$ cat config.mk
export PLATFORM = sky130hd
export DESIGN_NAME = bin2bcd_seq
export DESIGN_NICKNAME = d
export VERILOG_FILES = /design/src/rtl/bin2bcd_pkg.sv /design/src/rtl/bcd_digit_adj.sv /design/src/rtl/bin2bcd_seq.sv
export SDC_FILE = /design/constraint.sdc
export NUM_CORES = 1
export LEC_CHECK = 0
export CAP_MARGIN = 20
export CORE_MARGIN = 1.5
export CORE_UTILIZATION = 25
export DETAILED_ROUTE_END_ITERATION = 6
export DONT_BUFFER_PORTS = 1
export SETUP_SLACK_MARGIN = 0.5
export SLEW_MARGIN = 15
export SYNTH_ARGS = -nofsm -noshare
export SYNTH_HDL_FRONTEND = slang
export SYNTH_SLANG_ARGS = --single-unit
$ cat constraint.sdc
create_clock -name clk -period 2 [get_ports clk]
set_input_delay 0.2 -clock clk [delete_from_list [all_inputs] [get_ports clk]]
set_output_delay 0.2 -clock clk [all_outputs]
set_load 0.03 [all_outputs]
$ cat src/rtl/bin2bcd_pkg.sv
// ----------------------------------------------------------------------------
// bin2bcd_pkg
// Shared definitions for the sequential binary-to-BCD converter:
//   WIDTH_DEF / DIGITS_DEF : default binary width and BCD digit count
//   cnt_width()            : width of the shift-cycle counter for a given WIDTH
//   CNT_W_DEF              : counter width for the default WIDTH
//   NDIG_W                 : width of the significant-digit count output
//   state_e                : converter FSM states
// ----------------------------------------------------------------------------
package bin2bcd_pkg;

  localparam int unsigned WIDTH_DEF  = 64;
  localparam int unsigned DIGITS_DEF = 20;
  localparam int unsigned NDIG_W     = 5;

  // The counter runs 0..w-1, so it needs clog2(w) bits (at least one).
  function automatic int unsigned cnt_width(input int unsigned w);
    return (w > 1) ? $clog2(w) : 1;
  endfunction

  localparam int unsigned CNT_W_DEF = cnt_width(WIDTH_DEF);

  typedef enum logic [1:0] {
    IDLE  = 2'd0,
    SHIFT = 2'd1,
    DONE  = 2'd2
  } state_e;

endpackage : bin2bcd_pkg

$ cat src/rtl/bcd_digit_adj.sv
// ----------------------------------------------------------------------------
// bcd_digit_adj
// Double-dabble correction for one BCD digit: a digit of 5 or more gets 3
// added so that the following left shift carries correctly into the next
// decimal digit.
//   digit_i : current BCD digit (0..9 in normal operation)
//   digit_o : corrected digit, ready to be shifted
// ----------------------------------------------------------------------------
module bcd_digit_adj
  import bin2bcd_pkg::*;
(
  input  logic [3:0] digit_i,
  output logic [3:0] digit_o
);

  // Add-3 correction, shift/add only.
  always_comb begin
    digit_o = digit_i;
    if (digit_i >= 4'd5) begin
      digit_o = digit_i + 4'd3;
    end else begin
      digit_o = digit_i;
    end
  end

endmodule : bcd_digit_adj

$ cat src/rtl/bin2bcd_seq.sv
// ----------------------------------------------------------------------------
// bin2bcd_seq
// Sequential (one bit per cycle) double-dabble binary-to-BCD converter with
// valid/ready handshakes on both sides.
//   clk         : clock, rising edge
//   rst_n       : asynchronous active-low reset
//   in_valid    : in_bin holds a value to convert
//   in_ready    : converter idle and able to accept a value
//   in_bin      : unsigned binary value, WIDTH bits
//   out_valid   : out_bcd / out_ndigits hold a finished result
//   out_ready   : consumer takes the result
//   out_bcd     : packed BCD, digit 0 (units) in bits [3:0]
//   out_ndigits : number of significant decimal digits (1 for value 0)
//
// Timing: the accepting edge loads the value, WIDTH edges perform the shifts,
// and one further edge registers the result and its digit count, so
// out_valid rises WIDTH+1 edges after acceptance.
// ----------------------------------------------------------------------------
module bin2bcd_seq
  import bin2bcd_pkg::*;
#(
  parameter int unsigned WIDTH  = WIDTH_DEF,
  parameter int unsigned DIGITS = DIGITS_DEF
) (
  input  logic                  clk,
  input  logic                  rst_n,
  input  logic                  in_valid,
  output logic                  in_ready,
  input  logic [WIDTH-1:0]      in_bin,
  output logic                  out_valid,
  input  logic                  out_ready,
  output logic [4*DIGITS-1:0]   out_bcd,
  output logic [NDIG_W-1:0]     out_ndigits
);

  localparam int unsigned CNT_W = cnt_width(WIDTH);
  localparam int unsigned BCD_W = 4 * DIGITS;

  state_e                   state_q;
  logic [WIDTH-1:0]         bin_q;
  logic [WIDTH-1:0]         bin_d;
  logic [BCD_W-1:0]         bcd_q;
  logic [BCD_W-1:0]         bcd_d;
  logic [BCD_W-1:0]         adj_s;
  logic [BCD_W+WIDTH-1:0]   shifted_s;
  logic [CNT_W-1:0]         cnt_q;
  logic                     in_ready_q;
  logic                     out_valid_q;
  logic [BCD_W-1:0]         out_bcd_q;
  logic [NDIG_W-1:0]        out_ndig_q;
  logic [NDIG_W-1:0]        ndig_s;

  // Index of the most significant nonzero digit plus one; 1 for an all-zero value.
  function automatic logic [NDIG_W-1:0] count_digits(input logic [BCD_W-1:0] bcd);
    logic [NDIG_W-1:0] n;
    n = NDIG_W'(1);
    for (int i = 0; i < int'(DIGITS); i++) begin
      if (bcd[4*i +: 4] != 4'd0) begin
        n = NDIG_W'(i + 1);
      end
    end
    return n;
  endfunction

  // One correction cell per BCD digit.
  for (genvar g = 0; g < int'(DIGITS); g++) begin : g_adj
    bcd_digit_adj u_adj (
      .digit_i (bcd_q[4*g +: 4]),
      .digit_o (adj_s[4*g +: 4])
    );
  end

  // {bcd,bin} shifted left one place: the binary MSB enters digit 0 LSB.
  // The bit shifted out of the top digit is always zero when DIGITS is
  // large enough for WIDTH.
  assign shifted_s = {adj_s, bin_q} << 1'b1;
  assign bcd_d     = shifted_s[WIDTH +: BCD_W];
  assign bin_d     = shifted_s[WIDTH-1:0];
  assign ndig_s    = count_digits(bcd_q);

  // Converter FSM with all datapath and output registers.
  always_ff @(posedge clk or negedge rst_n) begin
    if (!rst_n) begin
      state_q     <= IDLE;
      bin_q       <= '0;
      bcd_q       <= '0;
      cnt_q       <= '0;
      in_ready_q  <= 1'b1;
      out_valid_q <= 1'b0;
      out_bcd_q   <= '0;
      out_ndig_q  <= NDIG_W'(1);
    end else begin
      case (state_q)
        IDLE: begin
          if (in_valid && in_ready_q) begin
            bin_q      <= in_bin;
            bcd_q      <= '0;
            cnt_q      <= '0;
            in_ready_q <= 1'b0;
            state_q    <= SHIFT;
          end
        end
        SHIFT: begin
          bin_q <= bin_d;
          bcd_q <= bcd_d;
          if (cnt_q == CNT_W'(WIDTH - 1)) begin
            cnt_q   <= '0;
            state_q <= DONE;
          end else begin
            cnt_q <= cnt_q + CNT_W'(1);
          end
        end
        DONE: begin
          // First DONE cycle latches the result; afterwards it is held
          // until the consumer takes it.
          if (!out_valid_q) begin
            out_bcd_q   <= bcd_q;
            out_ndig_q  <= ndig_s;
            out_valid_q <= 1'b1;
          end else if (out_ready) begin
            out_valid_q <= 1'b0;
            in_ready_q  <= 1'b1;
            state_q     <= IDLE;
          end
        end
        default: begin
          state_q     <= IDLE;
          cnt_q       <= '0;
          in_ready_q  <= 1'b1;
          out_valid_q <= 1'b0;
        end
      endcase
    end
  end

  assign in_ready    = in_ready_q;
  assign out_valid   = out_valid_q;
  assign out_bcd     = out_bcd_q;
  assign out_ndigits = out_ndig_q;

endmodule : bin2bcd_seq

==> results.ini, run 1 <==
[pwr]
powerDensity_nw_per_um2 = 1778
p_int_mw = 18.10
peakVddDrop_mv = 0.8702
p_clk_share_pct = 19.9
p_leak_nw = 7.319
combPwrFrac_pct = 47.1
switching_share_pct = 39.96
seqPwrFrac_pct = 33.0
p_switching_mw = 12.05

[logic_synthesis]
synth_top_area_share_pct = 51.56
synth_edf_count = 0
syn_nets = 1199
ys_ff_latch = 239
synthTopCellsByArea = dfrtp_1 (52%), mux2_2 (7.8%), o21ai_0 (7.7%), mux2i_1 (5.5%), nand2_1 (5.1%)
syn-mean-instance-area_um2 = 10.56
yosysUniqueCellTypes = 49
synth_area_um2 = 11500
synth_ff_type = dfrtp_1
yosysTopAreaCell = dfrtp_1
async_flop_share_pct = 100.0
yosysMostFrequentCell = dfrtp_1
yosys_warnings = 0
netlist_instances = 1089
synth_common_cells = dfrtp_1 (237), o21ai_0 (178), nand2_1 (156), mux2_2 (80), mux2i_1 (63)
seq_area_frac_synth_pct = 52.02

[critical_path]
crit_type = reg -> reg
reg2reg_depth = 6
cp_cell_sequence = nor3b_4, buf_6, clkbuf_16, buf_6, clkbuf_16, mux2_2
r2r-start = out_valid
path_delay_family = buffers and inverters
max_stage_delay_ns = 0.52
worstSetupEndpointType = register
crit_fanout = 5
worstPathArrival_ns = 2.27
critPathRequiredTime_ns = 2.44
rrSetupSlack_ns = 0.17
path_buf_inv = 4
crit_slowest_cell = dfrtp_2
start_kind = register
worst_r2r_endpoint = out_bcd[42]

[placed_design]
detailed_place_hpwl_um = 18600
gp_congestion = 0.7679
pre_cts_slack_ns = 0.04725
portBuffers = 0

[routing]
num_vias = 9126
drc = 0
vias_per_cell = 4.766
wirelength_um = 37180
wire_per_inst_um = 19.42
firstDrtPassIters = 5
ant_nets = 0
first_iter_violations = 544

[clocking]
clk_latency_ns = 0.56
cts_hold_buf = 66
h-tree-depth = 1
cts_tree = done
cts-root-buf = clkbuf_16
path_clk_slew_ns = 0.06
cts.sinks = 239
clockBufferDepth = 3
cts_buffers = 28

[cells_and_area]
antenna_cells = 0
syn_to_final_growth_pct = 47.37
fillers = 4298
drive_above_1_share_pct = 33.54
num-nets-final = 1403

[sta]
setup_viol = 0
hold_viol_final = 239
rsz0062_at_grt = yes
holdWs_ns = -0.6588
tns_ns = 0
slew_headroom_pct = 68.78
fmax_mhz = 547.6
worst-slew-pin-transition_ns = 0.4684
period_minus_slack_ns = 1.826
slew_violations = 0
fin_ws_ns = 0.1740
timing.final.crit_share_pct = 91.30
finClkSkew_ns = 0.01717

[grt]
use_met1_pct = 16.33
overflow = 0
grt_util_met3_pct = 3.584
top_usage_layer = met2
grt_usage_pct = 12.64
grt_pass1_vias = 8682
antenna_found_initial = 0
grt_max_degree = 240
grt_pass1_wl_um = 48120
grtUsageMet2_pct = 20.86

[min_path]
hold_path.class = in -> async

[die]
ios = 155
die_h_um = 217.5
die_area_um2 = 47300
rows = 78
core_um2 = 45380
dieWidth_um = 217.5
initial_core_util_pct = 25.35

[job]
maxCapViolCount = 0

[run_status]
status = finished with violations
violations = hold timing

routing by layer:
metal,share of wire [%],vias up,wire (um)
met2,47,238,17460
li1,-,4238,-
met5,0,-,0
met1,44,4591,16350
met3,6.4,59,2382
met4,2.7,0,988
power by group through the flow:
stage               logic, mW  clock network, mW  registers [mW]
global route             15.4               6.30            10.2
global placement         8.33                  0            9.80
finish                   14.2               5.99            9.95
CTS                      9.97               6.09            9.82
detailed placement       8.56                  0            9.87
floorplan                6.91                  0            9.08
registers in the layout (all words and copies together) (netlist names):
register     cells
state_q          2
out_valid        1
in_ready         1
cnt_q            6
bcd_q           80
out_bcd         80
out_ndigits      5
bin_q           64
cell usage in the layout (no fill, tap or decap), drive strengths merged, types with 3 or more instances in the layout:
master,netlist,layout
mux2,80,80
clkinv,0,3
buf,32,138
nor4b,3,3
and3,3,3
bufinv,0,8
o31ai,8,8
a22o,12,12
xnor2,20,20
nand2,156,156
dfrtp,237,237
inv,48,49
dlygate4sd3,0,66
or3b,3,3
ha,42,42
nor3b,22,22
o21ai,179,179
nor3,19,19
a21oi,45,45
mux2i,63,63
nand3,10,10
nand2b,20,21
o211ai,8,8
nor2,21,21
nand4,4,4
clkbuf,24,62
o311ai,5,5
final cells by class:
cell class                 count  area [um^2]  share of cell area, %
sequential                   239         6001                  35.40
tap                          600        750.7                  4.429
timing repair buffer         228         2880                  16.99
clock inverter                14        282.8                  1.668
clock buffer                  38        799.5                  4.717
multi-input combinational    748         6057                  35.73
inverter                      48        180.2                  1.063
worst max path at each step:
stage / to / slack [ns] / start / cells past startpoint
finish: out_bcd[42] / 0.17 / out_valid / 6
global route: out_ndigits[0] / 0.09 / bcd_q[17] / 8
CTS: out_ndigits[2] / 0.22 / bcd_q[33] / 7
detailed placement: out_ndigits[1] / 0.05 / bcd_q[4] / 7
global placement: out_ndigits[1] / 0.06 / bcd_q[4] / 7
floorplan: out_ndigits[2] / 0.26 / bcd_q[68] / 7
through the flow:
stage | instance area (um^2) | hold WS [ns] | total power [mW] | cells | util, %
2_1_floorplan | 11780 | -0.09559 | 15.99 | 1089 | -
3_5_place_dp | 12510 | -0.08900 | 18.44 | 1668 | 27.56
6_report | 16950 | -0.6588 | 30.14 | 1915 | 37.35
3_3_place_gp | 12510 | -0.08507 | 18.13 | 1668 | 27.56
4_1_cts | 14870 | -0.6792 | 25.88 | 1822 | 32.76
5_1_grt | 16950 | -0.6775 | 31.90 | 1915 | 37.35
cell families (layout without fill, tap and decap cells):
| logic type | Yosys count | count (layout) | synth area share (%) |
|---|---|---|---|
| AO/OA/AOI/OAI | 272 | 273 | 13.23 |
| XOR/XNOR | 22 | 22 | 1.675 |
| adder cells (fa/ha/maj) | 42 | 42 | 4.569 |
| buffers and inverters | 104 | 328 | 4.057 |
| flip-flops | 239 | 239 | 52.02 |
| multiplexers | 143 | 143 | 13.31 |
| AND/OR/NAND/NOR | 267 | 268 | 11.14 |
what timing repair did:
action                     4_1_cts  5_1_grt
pin swaps                       24       45
gates resized for setup         56      258
hold endpoints to repair       307      239
setup endpoints to repair      203      222
setup buffers                   29       55
cloned                           7       38
Power figures use the tool's default switching activity.
==> inputs of run 2 (changes only) <==
--- a/config.mk
+++ b/config.mk
@@ -10,7 +10,6 @@
 export CORE_UTILIZATION = 25
 export DETAILED_ROUTE_END_ITERATION = 6
 export DONT_BUFFER_PORTS = 1
-export SETUP_SLACK_MARGIN = 0.5
 export SLEW_MARGIN = 15
 export SYNTH_ARGS = -nofsm -noshare
 export SYNTH_HDL_FRONTEND = slang
==> run 2 against run 1 <==
- the flow still finishes with violations (hold timing)
- wire length down 23%
- design area down 16%
- count of clock-buffer cells in the layout unchanged
- first-iteration DRC count down 25%
- worst hold slack worse by 0.0031 ns
- largest cell class is now sequential cells
- global-route usage down 0.44 points
- combinational power down 38%
- via count down 9.8%
==> results.ini, run 2 (synthesis gave the netlist of run 1 again) <==
[clocking]
path_clk_slew_ns = 0.06  ; about the same
h-tree-depth = 1  ; unchanged
cts_hold_buf = 67  ; +1.5%
cts_tree = done
clk_latency_ns = 0.57  ; about the same
cts_buffers = 30  ; +7.1%
clockBufferDepth = 3  ; unchanged
cts-root-buf = clkbuf_16
cts.sinks = 239  ; unchanged

[grt]
grt_pass1_vias = 8594  ; -1.0%
top_usage_layer = met2
grt_max_degree = 240  ; unchanged
antenna_found_initial = 0  ; unchanged
overflow = 0  ; unchanged
grt_pass1_wl_um = 46790  ; -2.8%
grtUsageMet2_pct = 20.25  ; -0.61 points
grt_usage_pct = 12.20  ; -0.44 points
grt_util_met3_pct = 3.835  ; +0.25 points
use_met1_pct = 15.29  ; -1.0 points

[critical_path]
crit_start = bcd_q[64]
start_kind = register
worstSetupEndpointType = register
critPathRequiredTime_ns = 2.47  ; +0.03 ns
crit_type = reg -> reg
r2r-start = bcd_q[64]
worstPathArrival_ns = 2.35  ; +0.08 ns
crit_fanout = 5  ; unchanged

[run_status]
violations = hold timing
status = finished with violations

[cells_and_area]
final_cell_mix = dfrtp_1 (237), o21ai_0 (177), nand2_1 (156)
layout_commonest_cell = dfrtp_1
num-nets-final = 1287  ; -8.3%
instances_no_fill = 1799  ; -6.1%
finalInstanceArea_um2 = 14220  ; -16%
syn_to_final_growth_pct = 23.67
multiInputGateArea_um2 = 5156  ; -15%
drive_above_1_share_pct = 16.85  ; -17 points
fillers = 4581  ; +6.6%
seq_area_um2 = 5983  ; -0.29%
antenna_cells = 0  ; unchanged

[sta]
holdWs_ns = -0.6619  ; -0.003149 ns
setup_viol = 0  ; unchanged
rsz0062_at_grt = no
hold_viol_final = 239  ; unchanged
period_minus_slack_ns = 1.880  ; +0.05431 ns
timing.final.crit_share_pct = 94.02  ; +2.7 points
tns_ns = 0  ; unchanged
slew_headroom_pct = 61.06  ; -7.7 points
worst-slew-pin-transition_ns = 0.5781  ; +0.1097 ns
finClkSkew_ns = 0.01623  ; -0.0009328 ns
fmax_mhz = 531.8  ; -2.9%
slew_violations = 0  ; unchanged

[pwr]
switching_share_pct = 40.72  ; +0.76 points
p_clk_share_pct = 23.5  ; +3.6 points
combPwrFrac_pct = 36.5  ; -11 points
p_leak_nw = 6.185  ; -15%
p_switching_mw = 9.833  ; -18%
p_int_mw = 14.32  ; -21%
powerDensity_nw_per_um2 = 1698  ; -4.5%
seqPwrFrac_pct = 40.0  ; +7.0 points
peakVddDrop_mv = 0.7091  ; -19%
total_power_mw = 24.15  ; -20%

[routing]
vias_per_cell = 4.574  ; -4.0%
first_iter_violations = 407  ; -25%
ant_nets = 0  ; unchanged
wirelength_um = 28500  ; -23%
num_vias = 8228  ; -9.8%
drc = 0  ; unchanged
firstDrtPassIters = 4  ; -1
wire_per_inst_um = 15.84  ; -18%

[placed_design]
placed_area_um2 = 12440  ; -0.53%
portBuffers = 0  ; unchanged
detailed_place_hpwl_um = 18720  ; +0.62%
gp_congestion = 0.7697  ; +0.23%
place_inst = 1678  ; +0.60%

[die]
die_area_um2 = 47300  ; unchanged
rows = 78  ; unchanged
ios = 155  ; unchanged
dieWidth_um = 217.5  ; unchanged
die_h_um = 217.5  ; unchanged
initial_core_util_pct = 25.35  ; unchanged
core_um2 = 45380  ; unchanged

[min_path]
hold_path.class = in -> async

[job]
maxCapViolCount = 0  ; unchanged

## run 2: changes by cell type in the layout (fill, tap and decap cells not counted), moves of 22 or more
cell	before	now
mux2_2	12	80
buf_6	34	0
buf_4	73	36
clkbuf_16	53	31
o21ai_0	76	177
o21ai_1	87	2
mux2_4	68	0
## run 2: layout make-up
class / count / area share (%)
Clock buffer: 38 / 5.920
Clock inverter: 16 / 1.346
Inverter: 48 / 1.267
Sequential cell: 239 / 42.06
Tap cell: 600 / 5.278
Multi-Input combinational cell: 746 / 36.25
Timing Repair Buffer: 112 / 7.881
## run 2: power by group through the flow
stage	Clock [mW]	Combinational (mW)	Sequential [mW]
3_5_place_dp	0	8.59	9.76
5_1_grt	6.04	10.0	9.98
4_1_cts	5.85	8.81	9.70
6_report	5.69	8.81	9.65
2_1_floorplan	0	6.30	9.05
3_3_place_gp	0	8.31	9.68
## run 2: final timing paths
kind                            slack (ns)        endpoint  cells after the start
worst max-delay path                  0.12  out_ndigits[3]                      7
worst min-delay path                 -0.66     out_bcd[28]                      0
worst max register to register        0.12  out_ndigits[3]                      7
worst min register to register        0.48       bin_q[51]                      2
max in group asynchronous             2.18       bin_q[44]                      0
min in group clk                      0.38       bin_q[32]                      3
## run 2: layer usage
layer / share of wire, % / wire, um
met5: 0 / 0
met4: 2.2 / 641
met3: 7.2 / 2044
met2: 47 / 13420
met1: 43 / 12390
## run 2: repair_timing
| action | 4_1_cts | 5_1_grt |
|---|---|---|
| cloned | 0 | 0 |
| resized for setup | 5 | 13 |
| pin swaps | 0 | 2 |
| endpoints found under the hold margin | 307 | 239 |
| buffers inserted | 0 | 0 |
| endpoints found under the setup margin | 3 | 4 |
## run 2: through the flow
stage | utilization, % | worst slack [ns] | hold slack, ns
final | 31.35 | 0.1197 | -0.6619
after global routing | 31.35 | 0.0001938 | -0.6924
after CTS | 31.23 | 0.03861 | -0.6956
after detailed placement | 27.41 | -0.08608 | -0.08125
after global placement | 27.41 | -0.009465 | -0.07935
after floorplan | - | 0.2216 | -0.09559
## run 2: critical path, cell delays in order (launching register included)
cell	delay (ns)
dfrtp_1	0.43
inv_1	0.11
ha_1	0.24
nor3b_4	0.25
buf_4	0.16
and3_1	0.19
nand2_1	0.11
o32ai_2	0.28
